[src/rtl/lut_interp_pkg.sv]
// Shared widths and pipeline depth for the linear-interpolating table reader.
// The surrounding delay-matching logic uses LUT_INTERP_LATENCY.
package lut_interp_pkg;

    localparam int LUT_DWIDTH         = 16;
    localparam int LUT_AWIDTH         = 9;
    localparam int LUT_FWIDTH         = 7;
    localparam int LUT_INTERP_LATENCY = 3;

endpackage

[src/rtl/lut_interp_mac.sv]
// Interpolation datapath: registered (b - a) * frac, then a + (prod >>> FWIDTH).
// This block holds data only; valid and last tracking lives in lut_interp.
module lut_interp_mac
    import lut_interp_pkg::*;
#(
    parameter int DWIDTH = LUT_DWIDTH,
    parameter int FWIDTH = LUT_FWIDTH
) (
    input  logic                     clk,
    input  logic                     reset_n,
    input  logic                     en,
    input  logic signed [DWIDTH-1:0] ram_do,
    input  logic signed [DWIDTH-1:0] ram_do_next,
    input  logic        [FWIDTH-1:0] frac,
    output logic signed [DWIDTH-1:0] result
);

    localparam int PW = DWIDTH + FWIDTH + 2;

    logic signed [DWIDTH:0]   diff;
    logic signed [FWIDTH:0]   frac_s;
    logic signed [PW-1:0]     prod;
    logic signed [PW-1:0]     prod2;
    logic signed [PW-1:0]     shifted;
    logic signed [PW-1:0]     sum;
    logic signed [DWIDTH-1:0] a2;

    // One extra bit keeps b - a exact across the full signed entry range.
    assign diff    = {ram_do_next[DWIDTH-1], ram_do_next} - {ram_do[DWIDTH-1], ram_do};
    assign frac_s  = {1'b0, frac};
    assign prod    = PW'(diff) * PW'(frac_s);
    assign shifted = prod2 >>> FWIDTH;
    assign sum     = PW'(a2) + shifted;

    // NOTE: the interpolated value always lies between a and b, so keeping
    // only the low DWIDTH bits of sum never loses information.
    always_ff @(posedge clk or negedge reset_n) begin
        if (!reset_n) begin
            prod2  <= '0;
            a2     <= '0;
            result <= '0;
        end else if (en) begin
            prod2  <= prod;
            a2     <= ram_do;
            result <= sum[DWIDTH-1:0];
        end
    end

endmodule

[src/rtl/lut_interp.sv]
// Linear-interpolating reader behind the dual-port lookup RAM: one sample per
// clock, three register stages, a single global advance enable for backpressure.
module lut_interp
    import lut_interp_pkg::*;
#(
    parameter int DWIDTH = LUT_DWIDTH,
    parameter int AWIDTH = LUT_AWIDTH,
    parameter int FWIDTH = LUT_FWIDTH
) (
    input  logic                       clk,
    input  logic                       reset_n,
    input  logic [AWIDTH+FWIDTH-1:0]   i_tdata,
    input  logic                       i_tlast,
    input  logic                       i_tvalid,
    output logic                       i_tready,
    output logic signed [DWIDTH-1:0]   o_tdata,
    output logic                       o_tlast,
    output logic                       o_tvalid,
    input  logic                       o_tready,
    output logic                       ram_en,
    output logic [AWIDTH-1:0]          ram_addr,
    input  logic signed [DWIDTH-1:0]   ram_do,
    input  logic signed [DWIDTH-1:0]   ram_do_next
);

    logic              adv;
    logic              v1;
    logic              v2;
    logic              last1;
    logic              last2;
    logic [FWIDTH-1:0] frac1;

    // The RAM output registers are stage 0, so gating ram_en with adv freezes them in a stall.
    assign adv      = !o_tvalid || o_tready;
    assign i_tready = adv;
    assign ram_en   = adv;
    assign ram_addr = i_tdata[AWIDTH+FWIDTH-1:FWIDTH];

    // NOTE: bubbles advance like samples (v1 <= i_tvalid), so a gap at the
    // input reappears as the same gap at the output.
    always_ff @(posedge clk or negedge reset_n) begin
        if (!reset_n) begin
            v1       <= 1'b0;
            v2       <= 1'b0;
            last1    <= 1'b0;
            last2    <= 1'b0;
            frac1    <= '0;
            o_tvalid <= 1'b0;
            o_tlast  <= 1'b0;
        end else if (adv) begin
            v1       <= i_tvalid;
            frac1    <= i_tdata[FWIDTH-1:0];
            last1    <= i_tlast;
            v2       <= v1;
            last2    <= last1;
            o_tvalid <= v2;
            o_tlast  <= last2;
        end
    end

    lut_interp_mac #(
        .DWIDTH (DWIDTH),
        .FWIDTH (FWIDTH)
    ) u_mac (
        .clk         (clk),
        .reset_n     (reset_n),
        .en          (adv),
        .ram_do      (ram_do),
        .ram_do_next (ram_do_next),
        .frac        (frac1),
        .result      (o_tdata)
    );

endmodule

[config.mk]
export PLATFORM = sky130hd
export DESIGN_NAME = lut_interp
export DESIGN_NICKNAME = d
export VERILOG_FILES = /design/src/rtl/lut_interp_pkg.sv /design/src/rtl/lut_interp_mac.sv /design/src/rtl/lut_interp.sv
export SDC_FILE = /design/constraint.sdc
export NUM_CORES = 1
export LEC_CHECK = 0
export ABC_AREA = 1
export CAP_MARGIN = 20
export CORE_MARGIN = 8
export CORE_UTILIZATION = 50
export CTS_CLUSTER_SIZE = 16
export DETAILED_ROUTE_END_ITERATION = 6
export MAX_ROUTING_LAYER = met4
export PLACE_DENSITY = 0.75
export SLEW_MARGIN = 20
export SYNTH_ARGS = -nofsm -noshare
export SYNTH_HDL_FRONTEND = slang
export SYNTH_SLANG_ARGS = --single-unit
export TNS_END_PERCENT = 1
[constraint.sdc]
create_clock -name clk -period 4.3 [get_ports clk]
set_input_delay 0.645 -clock clk [delete_from_list [all_inputs] [get_ports clk]]
set_output_delay 0.645 -clock clk [all_outputs]
set_load 0.01 [all_outputs]
# Yosys cells after proc, flatten, opt, wreduce, memory -nomap -nowiden
# Index checks and enable logic that the tools add are counted.
[word_totals]
regBits = 68
in_bits = 53
out_inout_bits = 29
elab_cells = 15
[classes]
addsub = 2
mul = 1
n_reduce_logical = 2
[op_table]
columns = ["cell", "count"]
rows = [
  ["17-bit by 8-bit multiplier with 23-bit output", 1],
  ["16-bit by 16-bit subtractor with 17-bit output", 1],
  ["16-bit adder", 1],
  ["1-bit logical NOT", 1],
  ["1-bit logical OR", 1],
]

# Logic depth before layout (Yosys ltp)
[depth]
depth_word = 2
ltp_mapped = 34
ltp_nobuf = 34

# By module
# A second synthesis with hierarchy kept.
[unflattened]
hier_cells = 1086
area_unflattened_um2 = 8070.2
[modules_own_cells]
columns = ["mod", "instances", "cells_per_inst", "area_per_inst_um2", "seq_area_each_um2"]
rows = [
  ["lut_interp_mac", 1, 1020, 7475.9, 1201.2],
  ["lut_interp", 1, 66, 594.3, 325.3],
]

# Worst setup path before layout
# No wires, ideal clock.
[synth_timing]
path_kind = "input to register"
from = "input port ram_do_next[0]"
to = "register u_mac.prod2[22]"
setup_time_ns = 0.117
arrival_ns = 5.476
t_required_ns = 4.183
path_slack_ns = -1.293
cell_stages = 30
n_path_buf = 0
path_cell_list = "inv_1 ha_1 fa_1 inv_1 nand2_1 nand2_1 nand3_1 nand2_2 a21oi_2 o21ai_4 xnor2_2 or2_1 fa_1 inv_1 fa_1 fa_1 inv_1 fa_1 inv_1 ha_1 a21oi_1 nor2_1 nor2_1 nor2_1 nor2_1 nand3_1 inv_1 nand2_1 nand3_1 nand2_1"
[synth_between]
elab_chain_len = 2
[synth_rtl]
columns = ["element", "line", "text"]
rows = [
  ["start, declared", "lut_interp.sv:23", "input logic signed [DWIDTH-1:0] ram_do_next"],
  ["16-bit by 16-bit subtractor with 17-bit output", "lut_interp_mac.sv:29", "assign diff = {ram_do_next[DWIDTH-1], ram_do_next} - {ram_do[DWIDTH-1], ram_do};"],
  ["17-bit by 8-bit multiplier with 23-bit output", "lut_interp_mac.sv:31", "assign prod = PW'(diff) * PW'(frac_s);"],
  ["end signal, assigned", "lut_interp_mac.sv:43", "prod2 <= prod;"],
  ["end, declared", "lut_interp_mac.sv:23", "logic signed [PW-1:0] prod2;"],
]
# No other way between the ends.
# A chain may end at the register's enable or synchronous reset.

# Worst setup path in the final report
[layout_timing]
from = "input port ram_do_next[6]"
to = "register u_mac.prod2[13]"
# The elaborated chain is that of the path after synthesis.

==> metrics.md <==
| Metric | Value |
|---|---|
| Ratio of cells with drive above 1 in the final layout | approximately a third |
| Min-Delay Path Class | input pin to asynchronous set/reset pin |
| Final nets | 1557 |
| Drc violations | 0 |
| Worst slew margin | between 50% and 60% |
| Initial antenna violation count | 1 |
| Routed via count | roughly 9k |
| Clk_lat worst skew | around 0.36 ns |
| Reg-to-Reg End | u_mac.prod2[13] |
| Detailed placement HPWL | about 19000 µm |
| Tmin final | between 6 and 7 ns |
| Worst Path Class, Setup | input pin to register |
| Outcome | finished with violations |
| # setup viols final | 16 |
| Post-route ant nets | 0 |
| Cell variety after synth | 43 |
| Most frequent cells in the layout | 204 x buf_4, 198 x nand2_1, 183 x inv_1 |
| Failing checks | setup timing |
| Clk slew on worst S/H paths | approximately 0.07 ns |
| Start of the worst register-to-register path | frac1[3] |
| CTS tree | done |
| Dpl ws | -2.08 ns |
| Total negative slack | -24.47 ns |
| Die ar. | 0.0204 mm² |
| I/O Pins | around 80 |
| Critical path arrival | between 6 and 7 ns |
| Sequential-to-total area share from yosys stat | a little under a fifth |
| Initial DRC Count | approximately 860 |
| Non-Filler Instances | roughly 1.6k |
| Core Area | ~0.016 mm² |
| Crit path cell chain | clkdlybuf4s15_1 -> ha_4 -> nand2_4 -> buf_4 -> o211ai_1 -> buf_4 -> xor2_4 -> nor2_1 -> fa_1 -> fa_1 -> fa_1 -> inv_1 -> fa_1 -> inv_1 -> ha_1 -> a21oi_2 -> o21ai_1 -> buf_4 -> a21oi_1 -> xnor2_1 -> nand2_1 -> nand2_1 |
| Max Slew Vio Count | 0 |
| Clock Tree Buf Depth | 2 |
| Period utilisation layout | 142% |
| Hold slack | about 0.28 ns |
| WL final | 31500 µm |
| Syn_area_per_cell | between 7 and 8 µm² |
| Row count | 46 |
| Chip height | 143 µm |
| Count of input and output buffers | 63 |
| Worst-Margin Slew | between 0.6 and 0.7 ns |
| Synth Flop Type | dfrtp_1 |
| Netlist Area Pre-Place | 0.00804 mm² |
| Placed cells | about 1.5k |
| Crit-path most repeated cell | fa_1 |
| Clock Sinks | slightly above 60 |
| Max-cap violation count | 0 |
| H-tree levels | 3 |
| Pin count of the biggest net entering global routing | between 70 and 80 |
| Mapped Nets | 1299 |
| Synth Instances | about 1.1k |
| Critical path required time | around 4.6 ns |
| Fin worst setup slack | -1.80 ns |
| Die width | ~140 µm |
| CP max stage cell | fa_1 |
| Most common cell after layout, fill and taps aside | buf_4 |
| Global-route wire length before repair | around 44000 µm |
| GRT Total Usage | between 20% and 30% |
| Initial core utilization | 50.8% |
| Root buf cell | clkbuf_16 |
| CP Capture Type | register |
| Vias in the first global route | approximately 8.8k |
| TritonCTS Buffers | 9 |
| End of the critical path | u_mac.prod2[13] |
| GRT overflow | 0 |
| Avg Vias per Cell | 5.64 |
| Kind of start point of the critical path | input pin |
| Number of synthesized register bits | 61 |
| Ys async rst share | 100% |
| RSZ-0062 raised after global routing | true |
| Worst clock skew | 0.0199 ns |
| Synth warnings | 0 |
| Largest fanout on the critical path | 4 |
| Max incr delay on CP | about 0.58 ns |
| R2R cell count | 17 |
| R2r setup slk | -0.58 ns |
| P&R area growth vs syn | 47.8% |
| Drt pass-1 iters | 7 |
| EDFF count, synth | 0 |
| Worst Setup SP | ram_do_next[6] |
| Fmax | ~160 MHz |
| WL/cell | slightly above 20 µm |
| Hold Fails Final Rpt | 0 |
| Placer Congestion | 0.941 |
## registers in the layout, indices dropped and copies added, names as in the netlist
| register | flops |
|---|---|
| frac1 | 7 |
| last1 | 1 |
| last2 | 1 |
| o_tlast | 1 |
| o_tvalid | 1 |
| u_mac.a2 | 16 |
| u_mac.prod2 | 16 |
| u_mac.result | 16 |
| v1 | 1 |
| v2 | 1 |
## per-layer routing
metal,global-route usage [%],up-vias,routed length (µm)
met5,-,-,0
met2,47.4,591,14300
met3,4.77,231,2970
met1,31.2,4157,11100
met4,18.6,0,3160
li1,-,3846,-
## cell families (layout without fill, tap and decap cells)
family / Yosys count / count (layout) / synth area share (%)
AOI/OAI and AO/OA: 123 / 123 / 8.78
and+or+nand+nor: 470 / 470 / 24.2
xor gates and xnor gates: 26 / 26 / 2.93
DFF: 61 / 61 / 19.0
other: 0 / 1 / 0
buffers and inverters: 244 / 507 / 11.9
adders and majority gates: 161 / 161 / 33.2
## final cells by class
cell class,instances,area [µm²]
well taps,216,270
inverters,214,816
clock buffers,10,239
diodes,1,2.50
repair buffers,277,2260
fillers,986,3950
multi-input cells,780,6680
clock inverters,6,86.3
flip-flops and latches,61,1530
## worst min path at each step
| stage | startpoint | slack [ns] | to | cells past startpoint |
|---|---|---|---|---|
| 2_1_floorplan | reset_n | 0.35 | frac1[0] | 0 |
| 3_3_place_gp | v2 | 0.44 | o_tvalid | 2 |
| 3_5_place_dp | v2 | 0.44 | o_tvalid | 2 |
| 4_1_cts | reset_n | 0.30 | u_mac.a2[7] | 1 |
| 5_1_grt | reset_n | 0.32 | u_mac.a2[11] | 1 |
| 6_report | reset_n | 0.28 | u_mac.a2[7] | 1 |
## synthesized netlist by cell type, types with 2 or more instances
cell      instances  area, µm²
a21boi_0          2       15.0
a21oi_2           2       17.5
a21oi_1          36        180
or2_1             2       12.5
a21o_1            6       45.0
clkbuf_1         18       67.6
nand2_2           6       37.5
nand3_2           2       20.0
nand3_1          53        265
or2_2             8       50.1
xnor2_1          16        140
dfrtp_1          61       1530
ha_1             74        926
nor3_1            5       25.0
a31oi_1           4       25.0
nor2_1          137        514
nor4_1            3       18.8
clkinv_1          2       7.51
inv_2             2       7.51
xor2_1            9       78.8
o21a_1            2       15.0
o31ai_1           2       15.0
fa_1             87       1740
nand3b_1          6       45.0
o21ai_0          54        270
inv_1           210        788
nand2_1         239        897
nand4_1           5       31.3
o21ai_1           4       20.0
o21bai_1          6       45.0
buf_4            10       75.1
## worst max-delay path: cells and delay by family
| family | cells | cell delay, ns |
|---|---|---|
| AO/OA/AOI/OAI | 4 | 0.99 |
| XOR/XNOR | 2 | 0.27 |
| adder cells (fa/ha/maj) | 6 | 2.82 |
| buffers and inverters | 6 | 0.87 |
| AND/OR/NAND/NOR | 4 | 0.77 |
## per-stage QoR
step / area (µm²) / util [%]
3_3_place_gp: 10300 / 64.8
3_5_place_dp: 10300 / 64.8
5_1_grt: 11900 / 75.0
2_1_floorplan: 8260 / -
4_1_cts: 11500 / 72.5
6_report: 11900 / 75.0
## repair_timing
| action | 4_1_cts | 5_1_grt |
|---|---|---|
| setup endpoints to repair | 16 | 16 |
| gates cloned | 0 | 0 |
| gates resized for setup | 179 | 75 |
| hold buffers | 0 | 0 |
| setup buffers | 28 | 22 |
| pin swaps | 114 | 84 |
Power is not shown: default switching activity piles up to over one toggle a cycle in this logic, so the estimate is an artifact.
